--- config.mk ---
export PLATFORM = sky130hd
export DESIGN_NAME = ps2_key_event_decoder
export DESIGN_NICKNAME = d
export VERILOG_FILES = /design/src/rtl/kbd_pkg.sv /design/src/rtl/key_event_fifo.sv /design/src/rtl/ps2_key_event_decoder.sv
export SDC_FILE = /design/constraint.sdc
export NUM_CORES = 1
export LEC_CHECK = 0
export CORE_MARGIN = 3
export CORE_UTILIZATION = 40
export CTS_CLUSTER_DIAMETER = 100
export DETAILED_ROUTE_END_ITERATION = 6
export PLACE_DENSITY = 0.64
export SETUP_SLACK_MARGIN = 0.15
export SLEW_MARGIN = 40
export SYNTH_ARGS = -nofsm -noshare
export SYNTH_HDL_FRONTEND = slang
export SYNTH_HIERARCHICAL = 1
export SYNTH_SLANG_ARGS = --single-unit
--- constraint.sdc ---
create_clock -name clk -period 3.7 [get_ports clk]
set_input_delay 1.11 -clock clk [delete_from_list [all_inputs] [get_ports clk]]
set_output_delay 1.11 -clock clk [all_outputs]
set_load 0.1 [all_outputs]
--- src/rtl/kbd_pkg.sv ---
`default_nettype none
// ============================================================================
// Module   : kbd_pkg
// Purpose  : Shared scan-code constants, decode states and key-event payload
//            for the PS/2 set-2 key event decoder.
// Revision : 1.0 - initial release
// ============================================================================
package kbd_pkg;

  // Set-2 prefix and modifier scan codes
  localparam logic [7:0] SC_BREAK   = 8'hF0;
  localparam logic [7:0] SC_EXT     = 8'hE0;
  localparam logic [7:0] SC_PAUSE   = 8'hE1;
  localparam logic [7:0] SC_LSHIFT  = 8'h12;
  localparam logic [7:0] SC_RSHIFT  = 8'h59;
  localparam logic [7:0] SC_CTRL    = 8'h14;
  localparam logic [7:0] SC_ALT     = 8'h11;

  // Code reported for the Pause key, and the number of bytes after E1
  localparam logic [7:0] SC_PAUSE_CODE = 8'h77;
  localparam logic [2:0] PAUSE_TAIL    = 3'd7;

  typedef enum logic [2:0] {
    IDLE    = 3'd0,
    EXT     = 3'd1,
    BRK     = 3'd2,
    EXT_BRK = 3'd3,
    PAUSE   = 3'd4
  } dec_state_e;

  typedef struct packed {
    logic       ext;
    logic       down;
    logic [7:0] code;
  } key_event_t;

  // One-hot modifier bit for an event: {ralt,lalt,rctrl,lctrl,rshift,lshift}
  function automatic logic [5:0] mod_mask(input key_event_t ev);
    logic [5:0] m;
    m = 6'b000000;
    if (!ev.ext) begin
      if (ev.code == SC_LSHIFT) m = 6'b000001;
      if (ev.code == SC_RSHIFT) m = 6'b000010;
      if (ev.code == SC_CTRL)   m = 6'b000100;
      if (ev.code == SC_ALT)    m = 6'b010000;
    end else begin
      if (ev.code == SC_CTRL)   m = 6'b001000;
      if (ev.code == SC_ALT)    m = 6'b100000;
    end
    return m;
  endfunction

endpackage : kbd_pkg
`default_nettype wire

--- src/rtl/key_event_fifo.sv ---
`default_nettype none
// ============================================================================
// Module   : key_event_fifo
// Purpose  : Show-ahead circular FIFO of key events with drop-on-full and a
//            sticky overflow flag. A pop in the same cycle as a push into a
//            full FIFO frees the slot, so the push is kept.
// Revision : 1.0 - initial release
// ============================================================================
module key_event_fifo
  import kbd_pkg::*;
#(
  parameter int  DEPTH = 8,
  parameter type T     = key_event_t
) (
  input  logic                     clk,
  input  logic                     rst_n,
  input  logic                     push_i,
  input  T                         push_data_i,
  input  logic                     pop_i,
  input  logic                     ovf_clr_i,
  output T                         head_o,
  output logic                     empty_o,
  output logic [$clog2(DEPTH):0]   count_o,
  output logic                     overflow_o
);

  localparam int AW = $clog2(DEPTH);

  logic [AW:0] wr_q, wr_d;
  logic [AW:0] rd_q, rd_d;
  logic        ovf_q, ovf_d;
  T            mem_q [DEPTH];

  logic        empty;
  logic        full;
  logic        do_pop;
  logic        do_push;

  assign empty   = (wr_q == rd_q);
  assign full    = (wr_q[AW] != rd_q[AW]) && (wr_q[AW-1:0] == rd_q[AW-1:0]);
  assign do_pop  = pop_i && !empty;
  assign do_push = push_i && (!full || do_pop);

  // Pointer advance and overflow flag next-state; a new overflow beats a clear
  always_comb begin
    wr_d  = wr_q;
    rd_d  = rd_q;
    ovf_d = ovf_q;
    if (do_push) wr_d = wr_q + 1'b1;
    if (do_pop)  rd_d = rd_q + 1'b1;
    if (ovf_clr_i) ovf_d = 1'b0;
    if (push_i && full && !do_pop) ovf_d = 1'b1;
  end

  // Pointer and overflow registers
  always_ff @(posedge clk or negedge rst_n) begin
    if (!rst_n) begin
      wr_q  <= '0;
      rd_q  <= '0;
      ovf_q <= 1'b0;
    end else begin
      wr_q  <= wr_d;
      rd_q  <= rd_d;
      ovf_q <= ovf_d;
    end
  end

  // Event storage; contents are only visible through the gated head
  always_ff @(posedge clk) begin
    if (do_push) mem_q[wr_q[AW-1:0]] <= push_data_i;
  end

  assign head_o     = empty ? T'('0) : mem_q[rd_q[AW-1:0]];
  assign empty_o    = empty;
  assign count_o    = wr_q - rd_q;
  assign overflow_o = ovf_q;

endmodule : key_event_fifo
`default_nettype wire

--- src/rtl/ps2_key_event_decoder.sv ---
`default_nettype none
// ============================================================================
// Module   : ps2_key_event_decoder
// Purpose  : Accepts PS/2 set-2 scan bytes via the ready/nextdata_n handshake,
//            decodes make/break/E0/E1 sequences, tracks modifier keys,
//            optionally filters typematic repeats and queues key events.
//            Pipeline: accept byte -> decode event -> filter/push.
// Revision : 1.0 - initial release
// ============================================================================
module ps2_key_event_decoder
  import kbd_pkg::*;
#(
  parameter int FIFO_DEPTH    = 8,
  parameter int FILTER_REPEAT = 1,
  parameter int EMIT_PAUSE    = 1
) (
  input  logic                          clk,
  input  logic                          clrn,
  input  logic [7:0]                    rx_data,
  input  logic                          rx_ready,
  output logic                          nextdata_n,
  input  logic                          ev_rd,
  output logic                          ev_valid,
  output logic [7:0]                    ev_code,
  output logic                          ev_ext,
  output logic                          ev_down,
  output logic [5:0]                    mods,
  output logic [$clog2(FIFO_DEPTH):0]   ev_count,
  output logic                          overflow,
  input  logic                          ovf_clr
);

  // Handshake / byte capture
  logic        nextdata_n_q, nextdata_n_d;
  logic [7:0]  byte_q;
  logic        byte_vld_q;
  logic        accept;

  // Decoder
  dec_state_e  state_q, state_d;
  logic [2:0]  pcnt_q, pcnt_d;
  key_event_t  dec_ev;
  logic        dec_vld;
  key_event_t  ev_q;
  logic        ev_vld_q;

  // Repeat filter and modifiers
  logic        last_valid_q, last_valid_d;
  logic        last_ext_q, last_ext_d;
  logic [7:0]  last_code_q, last_code_d;
  logic [5:0]  mods_q, mods_d;
  logic        held_match;
  logic        drop;
  logic        push;

  key_event_t  head;
  logic        fifo_empty;

  assign accept       = rx_ready && nextdata_n_q;
  assign nextdata_n_d = !accept;

  // Byte capture: one-cycle low pulse on nextdata_n for every accepted byte
  always_ff @(posedge clk or negedge clrn) begin
    if (!clrn) begin
      nextdata_n_q <= 1'b1;
      byte_q       <= 8'h00;
      byte_vld_q   <= 1'b0;
    end else begin
      nextdata_n_q <= nextdata_n_d;
      byte_vld_q   <= accept;
      if (accept) byte_q <= rx_data;
    end
  end

  // Decode next-state and event generation from the captured byte
  always_comb begin
    state_d = state_q;
    pcnt_d  = pcnt_q;
    dec_vld = 1'b0;
    dec_ev  = '0;
    if (byte_vld_q) begin
      case (state_q)
        IDLE: begin
          if (byte_q == SC_BREAK) begin
            state_d = BRK;
          end else if (byte_q == SC_EXT) begin
            state_d = EXT;
          end else if (byte_q == SC_PAUSE) begin
            state_d = PAUSE;
            pcnt_d  = PAUSE_TAIL;
          end else begin
            dec_vld = 1'b1;
            dec_ev  = '{ext: 1'b0, down: 1'b1, code: byte_q};
          end
        end
        EXT: begin
          if (byte_q == SC_BREAK) begin
            state_d = EXT_BRK;
          end else if (byte_q == SC_EXT) begin
            state_d = EXT;
          end else begin
            // E0 12 is the fake shift some keyboards wrap around E0 keys
            state_d = IDLE;
            if (byte_q != SC_LSHIFT) begin
              dec_vld = 1'b1;
              dec_ev  = '{ext: 1'b1, down: 1'b1, code: byte_q};
            end
          end
        end
        BRK: begin
          state_d = IDLE;
          dec_vld = 1'b1;
          dec_ev  = '{ext: 1'b0, down: 1'b0, code: byte_q};
        end
        EXT_BRK: begin
          state_d = IDLE;
          if (byte_q != SC_LSHIFT) begin
            dec_vld = 1'b1;
            dec_ev  = '{ext: 1'b1, down: 1'b0, code: byte_q};
          end
        end
        PAUSE: begin
          // Swallow the fixed-length tail; the last byte yields the event
          if (pcnt_q == 3'd1) begin
            state_d = IDLE;
            pcnt_d  = 3'd0;
            dec_vld = (EMIT_PAUSE != 0);
            dec_ev  = '{ext: 1'b1, down: 1'b1, code: SC_PAUSE_CODE};
          end else begin
            pcnt_d = pcnt_q - 3'd1;
          end
        end
        default: begin
          state_d = IDLE;
          pcnt_d  = 3'd0;
        end
      endcase
    end
  end

  // Decoder state and registered decoded event
  always_ff @(posedge clk or negedge clrn) begin
    if (!clrn) begin
      state_q  <= IDLE;
      pcnt_q   <= 3'd0;
      ev_q     <= '0;
      ev_vld_q <= 1'b0;
    end else begin
      state_q  <= state_d;
      pcnt_q   <= pcnt_d;
      ev_q     <= dec_ev;
      ev_vld_q <= dec_vld;
    end
  end

  assign held_match = last_valid_q && (last_ext_q == ev_q.ext) && (last_code_q == ev_q.code);
  assign drop       = (FILTER_REPEAT != 0) && ev_q.down && held_match;
  assign push       = ev_vld_q && !drop;

  // Held-key tracking and modifier update for each decoded event
  always_comb begin
    last_valid_d = last_valid_q;
    last_ext_d   = last_ext_q;
    last_code_d  = last_code_q;
    mods_d       = mods_q;
    if (ev_vld_q) begin
      if (ev_q.down) begin
        mods_d = mods_q | mod_mask(ev_q);
        if (!drop) begin
          last_valid_d = 1'b1;
          last_ext_d   = ev_q.ext;
          last_code_d  = ev_q.code;
        end
      end else begin
        mods_d = mods_q & ~mod_mask(ev_q);
        if (held_match) last_valid_d = 1'b0;
      end
    end
  end

  // Held-key and modifier registers
  always_ff @(posedge clk or negedge clrn) begin
    if (!clrn) begin
      last_valid_q <= 1'b0;
      last_ext_q   <= 1'b0;
      last_code_q  <= 8'h00;
      mods_q       <= 6'b000000;
    end else begin
      last_valid_q <= last_valid_d;
      last_ext_q   <= last_ext_d;
      last_code_q  <= last_code_d;
      mods_q       <= mods_d;
    end
  end

  key_event_fifo #(
    .DEPTH (FIFO_DEPTH),
    .T     (key_event_t)
  ) u_fifo (
    .clk         (clk),
    .rst_n       (clrn),
    .push_i      (push),
    .push_data_i (ev_q),
    .pop_i       (ev_rd),
    .ovf_clr_i   (ovf_clr),
    .head_o      (head),
    .empty_o     (fifo_empty),
    .count_o     (ev_count),
    .overflow_o  (overflow)
  );

  assign nextdata_n = nextdata_n_q;
  assign ev_valid   = !fifo_empty;
  assign ev_code    = head.code;
  assign ev_ext     = head.ext;
  assign ev_down    = head.down;
  assign mods       = mods_q;

endmodule : ps2_key_event_decoder
`default_nettype wire
* Yosys cells after proc, flatten, opt, wreduce, memory -nomap -nowiden *
Memory sizes are Yosys's and may differ from the RTL's.
Cells that the tools add are included.

storage, ports and cells
  register bits = 52
  memories kept = 1
  bits in writable memories = 80
  input port bits = 13

cells by class
  bitwise operators = 5
  multiplexer cells = 51
  add/subtract/negate cells = 4
  eq/ne operators = 24
  reductions and logical operators = 24

memories
  name          words  width  rd ports  clocked after memory_dff  write ports  RTL line              RTL
  u_fifo.mem_q  8      10     1         0                         1            key_event_fifo.sv:32  T mem_q [DEPTH];

operators with widths
  kind                                                   count
  two-way mux 10 bit                                     7
  two-way mux 6 bit                                      10
  one-hot mux 10 bit (5 select lines)                    1
  two-way mux 9 bit                                      3
  == test 8 x 5 -> 1 bit, second input constant          3
  == test 8 bit, second input constant                   3
  two-way mux 3 bit                                      8
  one-hot mux 3 bit (3 select lines)                     2
  two-way mux 1 bit                                      17
  logical AND 1 bit                                      10
  inequality test 2 bit, second input constant           5
  AND reduction 3 bit                                    3
  adder 4 x 1 -> 4 bit, second input constant            2
  == test 8 x 7 -> 1 bit, second input constant          1
  == test 8 bit                                          1
  inequality test 8 x 5 -> 1 bit, second input constant  1
  bitwise AND 6 bit                                      1
  == test 3 x 1 -> 1 bit, second input constant          2
  == test 3 x 2 -> 1 bit, second input constant          2
  inverter 6 bit                                         1
  bitwise OR 6 bit                                       1
  logical NOT 1 bit                                      5
  one-hot mux 1 bit (5 select lines)                     1
  AND reduction 5 bit                                    1
  15 further kinds                                       17

* Longest topological paths before layout *
  depth after elaboration = 11
  depth in mapped cells = 9
  depth with buffers taken out = 9

* By module *
The synthesis kept the hierarchy.

modules (own cells, without submodules)
  module                 area each (um2)  times used  cells an instance
  key_event_fifo         3646.0           1           199
  ps2_key_event_decoder  2077.0           1           188

* Worst setup path before layout *
Ideal clock, no wire load.

  path kind = reg2out
  start = reg u_fifo.rd_q[1]
  end = out ev_count[3]
  slack = -0.309 ns
  data arrival time = 2.899 ns
  data required time = 2.590 ns
  stages on the path, launching flop included = 7
  buffers on the path = 1
  path through = dfrtp_1 > buf_1 > inv_1 > ha_1 > a21o_1 > a21oi_1 > xnor2_1

on the way
  cells in the longest elaborated chain, start to end = 1

ends and longest elaborated chain
  element                 RTL line                     RTL
  start, declared         key_event_fifo.sv:30         logic [AW:0] rd_q, rd_d;
  start signal, assigned  key_event_fifo.sv:63         rd_q <= rd_d;
  subtractor 4 bit        key_event_fifo.sv:75         assign count_o = wr_q - rd_q;
  end, declared           ps2_key_event_decoder.sv:28  output logic [$clog2(FIFO_DEPTH):0] ev_count,

Every way passes these cells.

* Final worst setup path *
  start = reg u_fifo.rd_q[2]
  end = out ev_code[1]

on the way
  cells in the longest elaborated chain, start to end = 2
  elaborated cells between the ends (all ways) = 3
  those cells by class = eq/ne: 1; mux: 1; memory: 1

ends and longest elaborated chain
  element                                               RTL line                     RTL
  memory (8 x 10 bit) or == test 4 bit (tied branches)  -
  two-way mux 10 bit (*)                                key_event_fifo.sv:73         assign head_o = empty ? T'('0) : mem_q[rd_q[AW-1:0]];
  end, declared                                         ps2_key_event_decoder.sv:24  output logic [7:0] ev_code,

Mark *: on every way between the ends. The rest lies on a longest branch, timed or not.

==> run metrics <==
register bit total from synthesis 132; die area 15800 um^2; post-synthesis cell type count 56; Layout area overhead 25.1%; post-CTS setup buffers 0; critical path startpoint category flop; setup TNS after final layout 0 ps; syn nets 410; most frequent cells in the layout 80 x edfxtp_1, 50 x dfrtp_1, 27 x nand2_1, 26 x inv_1, 23 x mux2_2; min Tclk post-route 3410 ps; DRC violations left 0; CTS Buf Count 17; Clock H-tree levels 4; met3 usage 5.09%; max-slew violations 0; HP Class flop to flop; largest net degree at the start of global routing 40; status completed; Total GRT Usage 14.5%; largest family of logic cells by synthesized area multiplexers; CTS Sinks 132; Overflow after GRT 0; Worst Hold Launch pcnt_q[1]; number of synthesized flops with an enable pin 80; CTS tree built; critical path type flop to output pin; core area 13900 um^2; IO Count 36; n_diodes 0; Worst Setup SP u_fifo/rd_q[2]; fin util 51.4%; fillers 1171; Compound-Gate Fraction of Synth Area 4.90%; worst rel slew slack 59.5%; Placement Rows 43; router iterations before antenna repair 4; clk_skew 7.02 ps; Worst setup EP type output pin; post-route cell area 7160 um^2; DR vias/cell 5.22; leading cell type in the layout, fill and taps excluded edfxtp_1; initial antenna violation count 0; post-route clock period utilization 92.0%; r2r startpoint ev_q[6]; simple-gate portion of the synthesized area 9.40%; Placed Instance Area 6500 um^2; most used routing layer met2; Synth Cell Area 5720 um^2; Die Ht 126 um; CP required 2590 ps; initial core utilization 41.1%; GR Layer Usage met2 24.2%; first-pass GRT wire length 18.0 mm; Synth Area in XOR/XNOR 2.89%; Clock transition at path regs 60 ps; Max-cap violations 0; Top FF cell, synth edfxtp_1; IO buf count 35; final-report setup violation count 0; Async SR Flop Fraction 39.4%; Mapped Cells 387; register area share after synthesis 64.7%; FF/Latch Area 3710 um^2; Chip Width 126 um; Fin. Hold Viols 0; Nets 465; arrival time at the worst endpoint 2300 ps; Via Count 3312; fin cells 635; Routed WL per cell 16.7 um; Yosys Warn Count 6; DR iter-0 viols 200; syn_area_per_cell 14.8 um^2; CTS max path bufs 2; Least-Margin Pin Slew 606 ps; clk root buf clkbuf_16; Placer Congestion 0.800; post-synthesis adder-cell area fraction 2.32%; CP Max Fanout 13; mux contribution to synthesized area 13.0%; final antenna-violating net count 0; placed wire-length estimate 7.27 mm; Max Freq 0.294 GHz; RSZ-0062 raised after global routing true; Skew-Pair Late Insertion Delay 410 ps; multi-input combinational cell area 1900 um^2; Routed Wire Length 10.6 mm; layout cells sized above 1 27.5%; vias in the first global route 3469; Placed Cells 603; global routing met1 resource utilization 17.8%
metal layers:
| metal | up-vias | part of all wire (%) | routed length [um] |
|---|---|---|---|
| met5 | - | 0 | 0 |
| met4 | 0 | 1.1 | 115 |
| met3 | 11 | 5.9 | 630 |
| met2 | 80 | 51 | 5420 |
| met1 | 1657 | 42 | 4430 |
| li1 | 1564 | - | - |
cells by family (layout without fill, tap and decap cells):
kind of cell             Yosys count  count (layout)
flip-flops                       132             132
AND/OR/NAND/NOR                   97              97
adder cells (fa/ha/maj)           10              10
multiplexers                      46              46
AO/OA/AOI/OAI                     45              45
buffers and inverters             39             107
XOR/XNOR                          18              18
worst max-delay path, stage by stage (launching register included):
cell,delay (ps)
dfrtp_2,510
inv_1,100
ha_1,370
nand4_2,130
nand2_1,250
o21ai_1,310
buf_12,210
what timing repair did:
action	in CTS	in global routing
endpoints found under the setup margin	10	1
gates resized for setup	1	1
pin swaps	0	0
hold buffers	0	0
per-stage QoR:
step	setup slack [ps]	hold WS, ps
floorplan	-255	450
global placement	685	459
detailed placement	600	467
CTS	229	479
global route	143	516
finish	295	474
sequential cells by signal, indices dropped and copies added, names as in the netlist, named ones only:
signal,flops
byte_q,8
u_fifo/wr_q,4
ev_vld_q,1
nextdata_n,1
byte_vld_q,1
last_ext_q,1
ev_q,10
u_fifo/overflow_o,1
u_fifo/rd_q,4
last_valid_q,1
last_code_q,8
state_q,3
pcnt_q,3
u_fifo/mem_q,80
synthesized netlist by cell type (6+ instances only):
library cell,count,share of area (%)
nor3_1,7,0.61
a21oi_1,8,0.70
o21ai_0,9,0.79
mux4_2,20,7.9
inv_1,26,1.7
xor2_1,10,1.5
nor2_1,7,0.46
edfxtp_1,80,42
dfrtp_1,51,22
o21ai_1,10,0.87
nand2_1,27,1.8
nand3_1,22,1.9
mux2_2,23,4.5
clkbuf_1,6,0.39
xnor2_1,7,1.1
nor2b_1,6,0.66
ha_1,9,2.0
cell type report:
type / instances / area share, %
clock buffers: 20 / 6.24
inverters: 27 / 1.42
repair buffers: 48 / 8.01
multi-input cells: 216 / 26.5
well taps: 180 / 3.15
flip-flops and latches: 132 / 51.8
clock inverters: 12 / 2.92
final timing paths:
kind	endpoint	slack [ps]	depth (start not counted)
worst max-delay path	ev_code[1]	290	6
worst min-delay path	pcnt_q[1]	470	1
worst max register to register	u_fifo/mem_q[7][4]	1100	9
worst min register to register	pcnt_q[1]	470	1
max in group asynchronous	nextdata_n	2270	2
min in group asynchronous	u_fifo/overflow_o	610	1
Power is not shown: default switching activity piles up to over one toggle a cycle in this logic, so the estimate is an artifact.
